$ cat config.mk
export PLATFORM = sky130hd
export DESIGN_NAME = prog_loader
export DESIGN_NICKNAME = d
export VERILOG_FILES = /design/src/rtl/prog_loader_pkg.sv /design/src/rtl/prog_loader.sv
export SDC_FILE = /design/constraint.sdc
export NUM_CORES = 1
export LEC_CHECK = 0
export ABC_CLOCK_PERIOD_IN_PS = 7550
export BUFFER_PORTS_ARGS = -buffer_cell sky130_fd_sc_hd__buf_2
export CAP_MARGIN = 20
export CORE_ASPECT_RATIO = 1.4
export CORE_MARGIN = 4
export CORE_UTILIZATION = 55
export DETAILED_ROUTE_END_ITERATION = 10
export PLACE_DENSITY = 0.79
export REMOVE_ABC_BUFFERS = 1
export SLEW_MARGIN = 20
export SYNTH_ARGS = -nofsm -noshare
export SYNTH_HDL_FRONTEND = slang
export SYNTH_SLANG_ARGS = --single-unit
$ cat constraint.sdc
create_clock -name clk -period 7.55 [get_ports clk]
set_input_delay 0.755 -clock clk [delete_from_list [all_inputs] [get_ports clk]]
set_output_delay 0.755 -clock clk [all_outputs]
set_load 0.01 [all_outputs]
$ cat src/rtl/prog_loader_pkg.sv
// Shared types and constants for the boot-time program loader: FSM states,
// command header field positions, memory targets and address strides.
package prog_loader_pkg;

    typedef enum logic [2:0] {
        HDR,
        ADDR,
        DATA_LO,
        DATA_HI,
        RUN
    } state_t;

    localparam int HDR_TGT_BIT = 31;
    localparam int HDR_GO_BIT  = 30;
    localparam int HDR_RSV_MSB = 29;
    localparam int HDR_RSV_LSB = 16;
    localparam int HDR_CNT_MSB = 15;
    localparam int HDR_CNT_LSB = 0;

    localparam logic TGT_IMEM = 1'b0;
    localparam logic TGT_DMEM = 1'b1;

    localparam logic [63:0] IMEM_STRIDE = 64'd4;
    localparam logic [63:0] DMEM_STRIDE = 64'd8;

endpackage

$ cat src/rtl/prog_loader.sv
// Streams a header/address/payload command sequence into the CPU's instruction
// and data memory external ports, then hands control to the CPU on a GO header.
module prog_loader
    import prog_loader_pkg::*;
#(
    parameter int CNT_W = 16
) (
    input  logic        clk,
    input  logic        rst,
    input  logic        in_valid,
    output logic        in_ready,
    input  logic [31:0] in_data,
    input  logic        halt,
    output logic [63:0] addr_ext,
    output logic        wen_ext,
    output logic        ren_ext,
    output logic [31:0] wdata_ext,
    output logic [63:0] addr_ext_2,
    output logic        wen_ext_2,
    output logic        ren_ext_2,
    output logic [63:0] wdata_ext_2,
    output logic        cpu_enable,
    output logic        busy,
    output logic        err
);

    state_t             state;
    logic   [CNT_W-1:0] cnt;
    logic   [63:0]      addr;
    logic   [31:0]      lo_hold;
    logic               tgt;
    logic               xfer;
    logic               last_word;

    // rst gates in_ready directly so no word is taken while reset is asserted.
    assign in_ready   = !rst && (state != RUN);
    assign xfer       = in_valid && in_ready;
    assign last_word  = (cnt == CNT_W'(1));
    assign busy       = (state == ADDR) || (state == DATA_LO) || (state == DATA_HI);
    assign cpu_enable = (state == RUN);
    assign ren_ext    = 1'b0;
    assign ren_ext_2  = 1'b0;

    always_ff @(posedge clk) begin
        if (rst) begin
            state       <= HDR;
            cnt         <= '0;
            addr        <= '0;
            lo_hold     <= '0;
            tgt         <= TGT_IMEM;
            err         <= 1'b0;
            wen_ext     <= 1'b0;
            addr_ext    <= '0;
            wdata_ext   <= '0;
            wen_ext_2   <= 1'b0;
            addr_ext_2  <= '0;
            wdata_ext_2 <= '0;
        end else begin
            wen_ext   <= 1'b0;
            wen_ext_2 <= 1'b0;
            case (state)
                HDR: begin
                    if (xfer) begin
                        if (|in_data[HDR_RSV_MSB:HDR_RSV_LSB]) begin
                            err <= 1'b1;
                        end else if (in_data[HDR_GO_BIT]) begin
                            state <= RUN;
                        end else begin
                            tgt   <= in_data[HDR_TGT_BIT];
                            cnt   <= CNT_W'(in_data[HDR_CNT_MSB:HDR_CNT_LSB]);
                            state <= ADDR;
                        end
                    end
                end
                ADDR: begin
                    if (xfer) begin
                        addr  <= {32'd0, in_data};
                        state <= (cnt == '0) ? HDR : DATA_LO;
                    end
                end
                DATA_LO: begin
                    if (xfer) begin
                        if (tgt == TGT_IMEM) begin
                            wen_ext   <= 1'b1;
                            addr_ext  <= addr;
                            wdata_ext <= in_data;
                            addr      <= addr + IMEM_STRIDE;
                            cnt       <= cnt - CNT_W'(1);
                            if (last_word) state <= HDR;
                        end else begin
                            lo_hold <= in_data;
                            state   <= DATA_HI;
                        end
                    end
                end
                DATA_HI: begin
                    if (xfer) begin
                        wen_ext_2   <= 1'b1;
                        addr_ext_2  <= addr;
                        wdata_ext_2 <= {in_data, lo_hold};
                        addr        <= addr + DMEM_STRIDE;
                        cnt         <= cnt - CNT_W'(1);
                        state       <= last_word ? HDR : DATA_LO;
                    end
                end
                RUN: begin
                    if (halt) state <= HDR;
                end
                default: state <= HDR;
            endcase
        end
    end

endmodule
==> results of run 1 <==
## synthesized netlist by cell type, types with 3 or more instances
cell	n	share of area
o21a_1	6	0.0030
or2_2	8	0.0034
nor2_1	86	0.022
or3_1	18	0.0076
nor4_1	32	0.014
dfxtp_1	343	0.46
o32ai_1	3	0.0018
ha_1	5	0.0042
o21ai_0	64	0.022
o31ai_1	15	0.0076
and3_1	9	0.0038
and4_1	11	0.0065
a221oi_1	3	0.0018
a31oi_1	14	0.0059
nand2b_1	6	0.0025
a21o_1	6	0.0030
nor2b_1	7	0.0030
clkbuf_2	4	0.0014
a21oi_1	322	0.11
o41ai_1	5	0.0030
a41oi_1	4	0.0024
a211oi_1	13	0.0066
buf_1	12	0.0030
buf_4	5	0.0025
nand3_1	44	0.015
nand4_1	35	0.015
o211ai_1	5	0.0025
or3b_2	3	0.0018
mux2i_1	4	0.0027
clkbuf_1	136	0.034
nor4_2	3	0.0025
o31a_1	7	0.0041
inv_1	15	0.0038
a311oi_1	4	0.0024
a22oi_1	13	0.0066
and2_1	8	0.0034
o22ai_1	4	0.0017
nor3_1	44	0.015
or4_1	12	0.0061
buf_2	7	0.0024
nand2_1	614	0.16
## worst max-delay path, stage by stage (launching register included)
cell     delay, ns
dfxtp_1       0.62
nor3b_1       0.68
nand3_4       0.67
inv_4         1.01
buf_4         0.54
nand2_1       0.13
a21oi_1       0.17
## metal layers
| metal | routed length, um | up-vias |
|---|---|---|
| li1 | - | 7184 |
| met1 | 17600 | 7189 |
| met2 | 23800 | 686 |
| met3 | 3530 | 192 |
| met4 | 3060 | 0 |
| met5 | 0 | - |
## placed cells by master (no fill, tap or decap), types with 11 or more instances in the layout
| cell type | netlist | final |
|---|---|---|
| clkbuf_16 | 0 | 31 |
| or4_1 | 12 | 12 |
| a22oi_1 | 13 | 13 |
| buf_4 | 5 | 15 |
| o21ai_0 | 64 | 63 |
| nand4_1 | 35 | 35 |
| dfxtp_1 | 343 | 343 |
| nor3_1 | 44 | 44 |
| nor2_1 | 86 | 85 |
| or3_1 | 18 | 18 |
| and4_1 | 11 | 11 |
| a31oi_1 | 14 | 14 |
| nand3_1 | 44 | 42 |
| nor4_1 | 32 | 32 |
| a211oi_1 | 13 | 13 |
| o31ai_1 | 15 | 15 |
| nand2_1 | 614 | 614 |
| a21oi_1 | 322 | 322 |
| inv_1 | 15 | 14 |
| buf_2 | 7 | 264 |
## flip-flops by register name, indices dropped and copies added (netlist names)
name	flops
tgt	1
lo_hold	32
addr_ext_2	64
wen_ext_2	1
wen_ext	1
cnt	16
state	3
wdata_ext_2	64
addr	64
wdata_ext	32
addr_ext	64
err	1
## final cells by class
class	count	area [um^2]
diodes	2	5.00
clock buffers	48	930
inverters	16	63.8
flip-flops and latches	343	6870
repair buffers	283	1510
well taps	360	450
clock inverters	10	115
fillers	2337	9140
multi-input cells	1475	7290
## how the worst max path moves through the flow
stage,end,start,slack (ns),depth (start not counted)
2_1_floorplan,addr[33],rst,1.27,7
3_3_place_gp,addr[34],rst,3.32,7
3_5_place_dp,addr_ext_2[21],rst,3.18,7
4_1_cts,addr_ext_2[15],state[1],3.61,6
5_1_grt,addr[53],state[1],3.27,7
6_report,addr_ext_2[15],state[1],3.60,6
## cell families after synthesis
| logic type | share of synthesized area |
|---|---|
| xor gates and xnor gates | 0.000591 |
| other | 0.000253 |
| buffers and inverters | 0.0478 |
| AOI/OAI and AO/OA | 0.199 |
| muxes | 0.00422 |
| and+or+nand+nor | 0.281 |
| adders and majority gates | 0.00422 |
| DFF | 0.463 |
## power groups by stage
stage / clock network [mW] / registers (mW) / logic, mW
floorplan: 0 / 1.85 / 0.0137
global placement: 0 / 1.85 / 0.0756
detailed placement: 0 / 1.85 / 0.0760
CTS: 1.62 / 1.81 / 0.0764
global route: 1.70 / 1.81 / 0.0829
finish: 1.61 / 1.81 / 0.0781
==> impl_metrics.sql, run 1 <==
INSERT INTO impl_metrics (metric_group, metric, value, unit) VALUES
('outcome', 'status', 'finished clean', ''),
('setup_path', 'r2r_slack', '3.60', 'ns'),
('clocking', 'cts-root-buf', 'clkbuf_16', ''),
('finish', 'design_area', '17200', 'um^2'),
('run', 'drv.max_cap_violation_count', '0', ''),
('global_routing', 'globalRouteTotalUtil', '0.305', ''),
('yosys', 'synth_ff_type', 'dfxtp_1', ''),
('timing', 'finalWorstPathRequiredPeriod', '3.95', 'ns'),
('setup_path', 'reg2reg_from', 'state[1]', ''),
('floorplan', 'placeableCoreArea', '26400', 'um^2'),
('clocking', 'htreeDepth', '1', ''),
('timing', 'finalWorstSetupSlack', '3.60', 'ns'),
('place', 'pre_cts_slack', '3.18', 'ns'),
('timing', 'finalMaxSlewViolations', '0', ''),
('global_routing', 'grt_pass1_wl', '75300', 'um'),
('setup_path', 'timing_worst_setup_path_type', 'reg2reg', ''),
('global_routing', 'grt-ovfl-total', '0', ''),
('setup_path', 'critical_path.startpoint_type', 'flip-flop', ''),
('timing', 'fin_skew', '0.0200', 'ns'),
('timing', 'unrepaired_setup_endpoints_after_global_routing', 'false', ''),
('global_routing', 'grtUsageMet1', '0.357', ''),
('finish', 'num-nets-final', '2191', ''),
('floorplan', 'pin_count', '268', ''),
('setup_path', 'reg2reg_depth', '6', ''),
('floorplan', 'core.rowCount', '70', ''),
('setup_path', 'crit_required', '8.03', 'ns'),
('route', 'detailedRoute.firstPassIterationCount', '8', ''),
('timing', 'finalSetupTns', '0', 'ns'),
('clocking', 'cts_resized', '0', ''),
('min_path', 'hold_path_class', 'reg2reg', ''),
('yosys', 'synthCells', '1997', ''),
('clocking', 'cts_tree', 'yes', ''),
('yosys', 'syn_area', '14800', 'um^2'),
('finish', 'layout-drive-gt1-share', '0.165', ''),
('global_routing', 'grt.met2_usage', '0.530', ''),
('timing', 'slew_headroom', '0.290', ''),
('power_and_ir_drop', 'peakVddDrop', '0.000177', 'V'),
('route', 'drt-initial-drc-count', '1562', ''),
('min_path', 'hold_depth', '2', ''),
('clocking', 'cts-root-to-sink-buffers', '3', ''),
('clocking', 'cts_setup_buffers', '0', ''),
('clocking', 'cts.hold.buffers_added', '0', ''),
('timing', 'timing.final.setup_violations', '0', ''),
('setup_path', 'critPathMaxFanout', '93', ''),
('place', 'placed_cells', '2477', ''),
('finish', 'final-instance-count-excl-fill', '2537', ''),
('floorplan', 'die-width', '147', 'um'),
('clocking', 'cts_inserted_buffers', '31', ''),
('place', 'port_buffers', '265', ''),
('global_routing', 'grt_start_max_net_pins', '117', ''),
('power_and_ir_drop', 'clock_power_share', '0.460', ''),
('power_and_ir_drop', 'internal-power', '2.74', 'mW'),
('global_routing', 'grt_most_used_layer', 'met2', ''),
('power_and_ir_drop', 'power.share.switching', '0.216', ''),
('floorplan', 'initial_core_utilization', '0.562', ''),
('route', 'route.detailed.drc', '0', ''),
('power_and_ir_drop', 'power.total', '3.50', 'mW'),
('timing', 'post-route-period-util', '0.523', ''),
('place', 'dp_hpwl', '32600', 'um'),
('floorplan', 'dieArea', '29700', 'um^2'),
('place', 'gp_congestion', '0.966', ''),
('yosys', 'yosys.cell_types.count', '69', ''),
('yosys', 'synth_sequential_area_ratio', '0.463', ''),
('place', 'detailed_place.area', '16200', 'um^2'),
('finish', 'layout-area-overhead-vs-synth', '16.3', '%'),
('yosys', 'synth-edff-count', '0', ''),
('route', 'avgViaCountPerCell', '6.01', ''),
('route', 'via_count', '15300', ''),
('timing', 'final_hold_viol_count', '0', ''),
('min_path', 'min_from', 'wdata_ext[10]', ''),
('yosys', 'syn-mean-instance-area', '7.42', 'um^2');
Power figures use the tool's default switching activity.
==> inputs of run 2 (changes only) <==
- ABC_CLOCK_PERIOD_IN_PS: 7550 -> 3600
- CORE_UTILIZATION: 55 -> 50
- PLACE_DENSITY: 0.79 -> 0.76
- clock period: 7.55 -> 3.6 ns (I/O delays scaled with it)
==> run 2 against run 1 <==
Final cell count increased by 1.2%. Largest cell class unchanged. Largest power group unchanged. Sequential share of layout area decreased by 0.47 points. Flip-flop and latch count unchanged. Final area increased by 1.2%. Register-to-register slack got worse by 3.0 ns. Die area increased by 9.5%.
==> impl_metrics.sql, run 2 (same netlist as run 1, synthesis figures left out) <==
INSERT INTO impl_metrics (metric_group, metric, value, unit) VALUES
('place', 'port_buffers', '265', ''),
('floorplan', 'dieArea', '32500', 'um^2'),
('floorplan', 'core.rowCount', '74', ''),
('clocking', 'insertion_delay', '0.53', 'ns'),
('floorplan', 'initial_core_utilization', '0.508', ''),
('place', 'pre_cts_slack', '0.686', 'ns'),
('finish', 'layout-area-overhead-vs-synth', '17.6', '%'),
('outcome', 'status', 'finished clean', ''),
('setup_path', 'worstSetupEndpointType', 'flip-flop', ''),
('place', 'gp_congestion', '0.947', ''),
('clocking', 'cts_setup_buffers', '0', ''),
('clocking', 'cts-root-buf', 'clkbuf_16', ''),
('floorplan', 'placeableCoreArea', '29200', 'um^2'),
('route', 'drt-total-wl', '50200', 'um'),
('finish', 'final_cell_mix', '614 x nand2_1, 343 x dfxtp_1, 322 x a21oi_1, 264 x buf_2, 85 x nor2_1', ''),
('clocking', 'cts_resized', '0', ''),
('timing', 'max_clock_freq', '332', 'MHz'),
('floorplan', 'die-width', '153', 'um'),
('finish', 'layout-drive-gt1-share', '0.170', ''),
('power_and_ir_drop', 'power_density', '441', 'nW/um^2'),
('clocking', 'cts_inserted_buffers', '34', ''),
('setup_path', 'critPathMaxStageDelay', '0.70', 'ns'),
('finish', 'num-nets-final', '2208', ''),
('finish', 'final-instance-count-excl-fill', '2568', ''),
('clocking', 'cts.clk_slew.worst_paths', '0.07', 'ns'),
('setup_path', 'crit_required', '4.03', 'ns'),
('route', 'drt-initial-drc-count', '1301', ''),
('global_routing', 'grt_pass1_vias', '14300', ''),
('floorplan', 'pin_count', '268', ''),
('setup_path', 'cp_slowest_cell', 'nor4_2', ''),
('route', 'antenna_violating_nets_post_route', '0', ''),
('global_routing', 'grt_antenna_before_repair', '2', ''),
('route', 'avgViaCountPerCell', '5.97', ''),
('timing', 'worst_slew_pin_tran', '1.02', 'ns'),
('timing', 'unrepaired_setup_endpoints_after_global_routing', 'false', ''),
('setup_path', 'timing.critical_path.from', 'addr[4]', ''),
('min_path', 'hold_path_class', 'in2reg', ''),
('route', 'wl_per_cell', '19.6', 'um'),
('timing', 'finalMaxSlewViolations', '0', ''),
('setup_path', 'critical_path.cell_chain', 'ha_1, nand2_1, or4_1, nor4_2, a31oi_1, a311o_1, o31ai_1', ''),
('run', 'drv.max_cap_violation_count', '0', ''),
('route', 'route.detailed.drc', '0', ''),
('global_routing', 'grt_start_max_net_pins', '92', ''),
('finish', 'layout.cells.most_common', 'nand2_1', ''),
('global_routing', 'globalRouteTotalUtil', '0.292', ''),
('setup_path', 'timing.rr.end', 'addr[55]', ''),
('finish', 'design_area', '17400', 'um^2'),
('setup_path', 'reg2reg_depth', '7', ''),
('place', 'dp_hpwl', '34600', 'um'),
('setup_path', 'worstPathArrival', '3.43', 'ns'),
('timing', 'finalWorstPathRequiredPeriod', '3.01', 'ns'),
('finish', 'final_util', '0.598', ''),
('timing', 'slew_headroom', '0.319', ''),
('timing', 'post-route-period-util', '0.835', ''),
('setup_path', 'r2r_slack', '0.59', 'ns'),
('route', 'via_count', '15300', ''),
('global_routing', 'grt_pass1_wl', '77900', 'um'),
('timing', 'finalWorstSetupSlack', '0.592', 'ns'),
('timing', 'fin_skew', '0.0162', 'ns'),
('place', 'detailed_place.area', '16300', 'um^2'),
('route', 'detailedRoute.firstPassIterationCount', '6', ''),
('power_and_ir_drop', 'peakVddDrop', '0.000453', 'V'),
('timing', 'timing.final.setup_violations', '0', ''),
('setup_path', 'critPathCapture', 'addr[55]', ''),
('clocking', 'cts_tree', 'yes', ''),
('timing', 'final_hold_viol_count', '0', ''),
('setup_path', 'critical_path.startpoint_type', 'flip-flop', ''),
('place', 'placed_cells', '2511', ''),
('setup_path', 'reg2reg_from', 'addr[4]', ''),
('global_routing', 'grt-ovfl-total', '0', ''),
('timing', 'finalSetupTns', '0', 'ns'),
('clocking', 'htreeDepth', '2', ''),
('setup_path', 'critPathMaxFanout', '8', ''),
('clocking', 'cts_num_sinks', '343', ''),
('setup_path', 'timing_worst_setup_path_type', 'reg2reg', ''),
('clocking', 'cts-root-to-sink-buffers', '3', ''),
('power_and_ir_drop', 'p_leak', '6.40', 'nW'),
('clocking', 'cts.hold.buffers_added', '0', ''),
('floorplan', 'die-height', '212', 'um');
[run 2: worst max-delay path: cells and delay by family, from the launching register on]
| kind | cells | cell delay (ns) |
|---|---|---|
| and+or+nand+nor | 3 | 1.54 |
| AOI/OAI and AO/OA | 3 | 0.61 |
| DFF | 1 | 0.48 |
| adders and majority gates | 1 | 0.29 |
[run 2: worst min-delay path by stage]
stage               startpoint              end  slack, ns  depth (start not counted)
6_report                   rst  wdata_ext_2[48]       0.06                          2
5_1_grt                    rst  wdata_ext_2[41]       0.04                          2
4_1_cts                    rst       lo_hold[8]       0.03                          2
3_5_place_dp   wdata_ext_2[29]  wdata_ext_2[29]       0.44                          2
3_3_place_gp        lo_hold[8]   wdata_ext_2[8]       0.44                          2
2_1_floorplan       lo_hold[0]   wdata_ext_2[0]       0.43                          2
[run 2: report_power, final]
part,internal [mW],switching [mW],leakage (nW)
Clock,2.22,1.50,0.548
Sequential,3.79,0.000354,2.76
Combinational,0.0362,0.132,3.09
[run 2: cell type report]
| class | instances | area, um^2 |
|---|---|---|
| fill | 2735 | 11700 |
| multi-input combinational | 1475 | 7290 |
| sequential | 343 | 6870 |
| timing repair buffer | 297 | 1590 |
| clock buffer | 46 | 957 |
| tap | 380 | 475 |
| clock inverter | 10 | 190 |
| inverter | 16 | 63.8 |
| antenna | 1 | 2.50 |
[run 2: routing by layer]
metal	global-route usage	vias to the layer above	routed length (um)
met5	0	-	19
met4	0.163	2	3130
met3	0.0448	181	3360
met2	0.510	676	25000
met1	0.343	7228	18700
li1	-	7239	-
[run 2: stage by stage]
step | total power, mW | hold WS [ns]
after global routing | 7.90 | 0.0410
after CTS | 7.75 | 0.0338
after detailed placement | 4.05 | 0.443
final | 7.69 | 0.0553
after global placement | 4.05 | 0.437
after floorplan | 3.91 | 0.426
==> inputs of run 3 (changes only) <==
- ABC_AREA: not set -> 1
- ABC_CLOCK_PERIOD_IN_PS: 3600 -> 3100
- CORE_UTILIZATION: 50 -> 55
- PLACE_DENSITY: 0.76 -> 0.78
- clock period: 3.6 -> 3.1 ns (I/O delays scaled with it)
==> run 3 against run 2 <==
Sequential share of layout area down 1.4 points. Sequential power is 21% higher. Final area up 3.8%. Wire length up 4.8%. Synthesized area rose by 4.5%. Final cell count up 11%. Setup slack better by 0.072 ns. Critical path type unchanged. Highest routed layer is now met4.
==> impl_metrics.sql, run 3 <==
INSERT INTO impl_metrics (metric_group, metric, value, unit) VALUES
('finish', 'layout.cells.most_common', 'nor2_1', ''),
('clocking', 'cts.hold.buffers_added', '0', ''),
('finish', 'design_area', '18100', 'um^2'),
('route', 'via_count', '16000', ''),
('timing', 'worst_slew_pin_tran', '1.33', 'ns'),
('route', 'avgViaCountPerCell', '5.64', ''),
('route', 'route.detailed.drc', '0', ''),
('place', 'pre_cts_slack', '0.738', 'ns'),
('timing', 'finalWorstSetupSlack', '0.664', 'ns'),
('global_routing', 'grt_pass1_vias', '15100', ''),
('timing', 'timing.final.setup_violations', '0', ''),
('power_and_ir_drop', 'seq_power_share', '0.471', ''),
('setup_path', 'worstSetupEndpointType', 'flip-flop', ''),
('yosys', 'synth_simple_gate_area_share', '0.256', ''),
('timing', 'fin_skew', '0.0212', 'ns'),
('power_and_ir_drop', 'peakVddDrop', '0.000548', 'V'),
('setup_path', 'r2r_slack', '0.66', 'ns'),
('power_and_ir_drop', 'internal-power', '7.25', 'mW'),
('global_routing', 'globalRouteTotalUtil', '0.329', ''),
('yosys', 'synth_top_area_share', '0.443', ''),
('place', 'port_buffers', '265', ''),
('yosys', 'synth_sequential_area_ratio', '0.443', ''),
('yosys', 'synth-edff-count', '0', ''),
('setup_path', 'critPathMaxFanout', '49', ''),
('setup_path', 'critical_path.startpoint_type', 'flip-flop', ''),
('setup_path', 'critical_path.cell_chain', 'inv_2, nand2_1, nor2_2, buf_4, nand2_1, nor2_4, buf_4, o21ai_0, a21oi_1', ''),
('yosys', 'yosysMostFrequentCell', 'nor2_1', ''),
('floorplan', 'placeableCoreArea', '27700', 'um^2'),
('min_path', 'sink_of_the_worst_hold_path', 'lo_hold[15]', ''),
('power_and_ir_drop', 'net-switching-power', '2.45', 'mW'),
('floorplan', 'die-width', '150', 'um'),
('setup_path', 'cp_slowest_cell', 'buf_4', ''),
('floorplan', 'initial_core_utilization', '0.558', ''),
('min_path', 'hold_path_class', 'in2reg', ''),
('finish', 'num-nets-final', '2489', ''),
('floorplan', 'die-height', '207', 'um'),
('yosys', 'muxShareOfSynthArea', '0', ''),
('route', 'drt-initial-drc-count', '1463', ''),
('clocking', 'cts_tree', 'yes', ''),
('clocking', 'cts-root-to-sink-buffers', '3', ''),
('setup_path', 'reg2reg_from', 'state[2]', ''),
('timing', 'finalMaxSlewViolations', '0', ''),
('route', 'drt-total-wl', '52700', 'um'),
('place', 'detailed_place.area', '17000', 'um^2'),
('clocking', 'cts_setup_buffers', '0', ''),
('setup_path', 'timing_worst_setup_path_type', 'reg2reg', ''),
('global_routing', 'grt_antenna_before_repair', '0', ''),
('timing', 'post-route-period-util', '0.786', ''),
('clocking', 'cts.clk_slew.worst_paths', '0.06', 'ns'),
('setup_path', 'critPathMaxStageDelay', '0.44', 'ns'),
('yosys', 'syn_area', '15500', 'um^2'),
('yosys', 'syn-mean-instance-area', '6.90', 'um^2'),
('clocking', 'cts_resized', '0', ''),
('setup_path', 'reg2reg_depth', '9', ''),
('finish', 'layout-drive-gt1-share', '0.158', ''),
('finish', 'final_cell_mix', '424 x nor2_1, 343 x dfxtp_1, 341 x o21ai_0, 324 x nand2_1, 265 x buf_2', ''),
('global_routing', 'grt_pass1_wl', '81300', 'um'),
('yosys', 'largest_family_of_logic_cells_by_synthesized_area', 'simple AND/OR/NAND/NOR gates', ''),
('finish', 'final_util', '0.652', ''),
('setup_path', 'timing.rr.end', 'addr_ext[10]', ''),
('clocking', 'cts_num_sinks', '343', ''),
('setup_path', 'worstPathArrival', '2.88', 'ns'),
('floorplan', 'dieArea', '30900', 'um^2'),
('power_and_ir_drop', 'share_comb_of_total_power', '0.089', ''),
('clocking', 'cts-root-buf', 'clkbuf_16', ''),
('yosys', 'synth.top_cells.by_count', '424 x nor2_1, 343 x dfxtp_1, 341 x o21ai_0', ''),
('route', 'wl_per_cell', '18.5', 'um'),
('yosys', 'synth_adder_area_share', '0.00404', ''),
('route', 'antenna_violating_nets_post_route', '0', ''),
('power_and_ir_drop', 'power.share.switching', '0.252', ''),
('place', 'gp_congestion', '1.03', ''),
('yosys', 'synth_top_area_cell', 'dfxtp_1', ''),
('place', 'dp_hpwl', '37100', 'um'),
('timing', 'slew_headroom', '0.115', ''),
('clocking', 'htreeDepth', '2', ''),
('power_and_ir_drop', 'p_leak', '8.28', 'nW'),
('power_and_ir_drop', 'power.total', '9.70', 'mW'),
('yosys', 'synth_top_cells_by_area', 'dfxtp_1 44%, o21ai_0 11%, nor2_1 10%', ''),
('timing', 'max_clock_freq', '410', 'MHz'),
('yosys', 'synth_xor_xnor_area_share', '0.00226', ''),
('setup_path', 'timing.critical_path.from', 'state[2]', ''),
('clocking', 'cts_inserted_buffers', '34', ''),
('timing', 'unrepaired_setup_endpoints_after_global_routing', 'false', ''),
('floorplan', 'core.rowCount', '72', ''),
('min_path', 'min_from', 'in_data[15]', ''),
('timing', 'final_hold_viol_count', '0', ''),
('yosys', 'post_synthesis_compound_gate_area_fraction', '0.215', ''),
('finish', 'diodes', '0', ''),
('clocking', 'insertion_delay', '0.53', 'ns'),
('power_and_ir_drop', 'power_density', '536', 'nW/um^2'),
('yosys', 'synthCells', '2246', ''),
('timing', 'finalWorstPathRequiredPeriod', '2.44', 'ns'),
('route', 'detailedRoute.firstPassIterationCount', '7', ''),
('yosys', 'synth_ff_type', 'dfxtp_1', ''),
('floorplan', 'pin_count', '268', ''),
('min_path', 'hold_depth', '3', ''),
('yosys', 'synth-warning-count', '0', ''),
('finish', 'layout-area-overhead-vs-synth', '16.8', '%'),
('global_routing', 'grt-ovfl-total', '0', ''),
('yosys', 'yosys.cell_types.count', '42', ''),
('timing', 'finalSetupTns', '0', 'ns'),
('setup_path', 'crit_required', '3.54', 'ns'),
('power_and_ir_drop', 'clock_power_share', '0.440', ''),
('outcome', 'status', 'finished clean', ''),
('global_routing', 'grt_start_max_net_pins', '281', ''),
('run', 'drv.max_cap_violation_count', '0', ''),
('yosys', 'synth-seq-cells', '343', ''),
('yosys', 'async_reset_ff_frac', '0', '');
run 3: cell types whose count changed after synthesis, moves of 71 or more:
cell and change:
nor2_1 +338, nand2_1 -290, o21ai_0 +277, inv_1 +161
clkbuf_1 -72, a21oi_1 -71
run 3: power groups by stage:
stage	Sequential [mW]	Clock (mW)	Combinational (mW)
2_1_floorplan	4.64	0	0.557
3_3_place_gp	4.66	0	0.831
3_5_place_dp	4.66	0	0.844
4_1_cts	4.57	4.31	0.853
5_1_grt	4.57	4.48	0.961
6_report	4.57	4.26	0.867
run 3: final cells by class:
cell class	instances	area, um^2
Clock buffer	49	1010
Tap cell	370	463
Sequential cell	343	6870
Multi-Input combinational cell	1601	7400
Fill cell	2571	9650
Clock inverter	11	136
Inverter	182	688
Timing Repair Buffer	286	1530
run 3: per-stage QoR:
stage	hold WS [ns]	cells
detailed placement	0.462	2782
finish	0.0780	2842
floorplan	0.379	2126
global placement	0.449	2782
global route	0.0836	2842
CTS	0.0615	2842
run 3: worst max-delay path by stage:
stage	endpoint	slack (ns)
floorplan	addr_ext_2[11]	-3.65
global placement	addr[53]	0.81
detailed placement	addr_ext[10]	0.74
CTS	addr_ext[10]	0.72
global route	addr_ext[54]	0.49
finish	addr_ext[10]	0.66
run 3: layer usage:
layer / wire length (um) / vias to the layer above / track usage
met3: 3650 / 169 / 0.0526
met5: 0 / - / 0
met2: 26100 / 718 / 0.573
met4: 2790 / 0 / 0.165
met1: 20100 / 7357 / 0.393
li1: - / 7792 / -
run 3: critical path, delay by kind of cell, from the launching register on:
family	cells	cell delay (ns)
buffers and inverters	3	0.96
DFF	1	0.37
and+or+nand+nor	4	0.63
AOI/OAI and AO/OA	2	0.34
run 3: cell families (layout without fill, tap and decap cells):
group                    Yosys count  after routing
other                              1              2
XOR/XNOR                           4              4
adder cells (fa/ha/maj)            5              5
AND/OR/NAND/NOR                  945            945
flip-flops                       343            343
AO/OA/AOI/OAI                    645            645
buffers and inverters            303            528
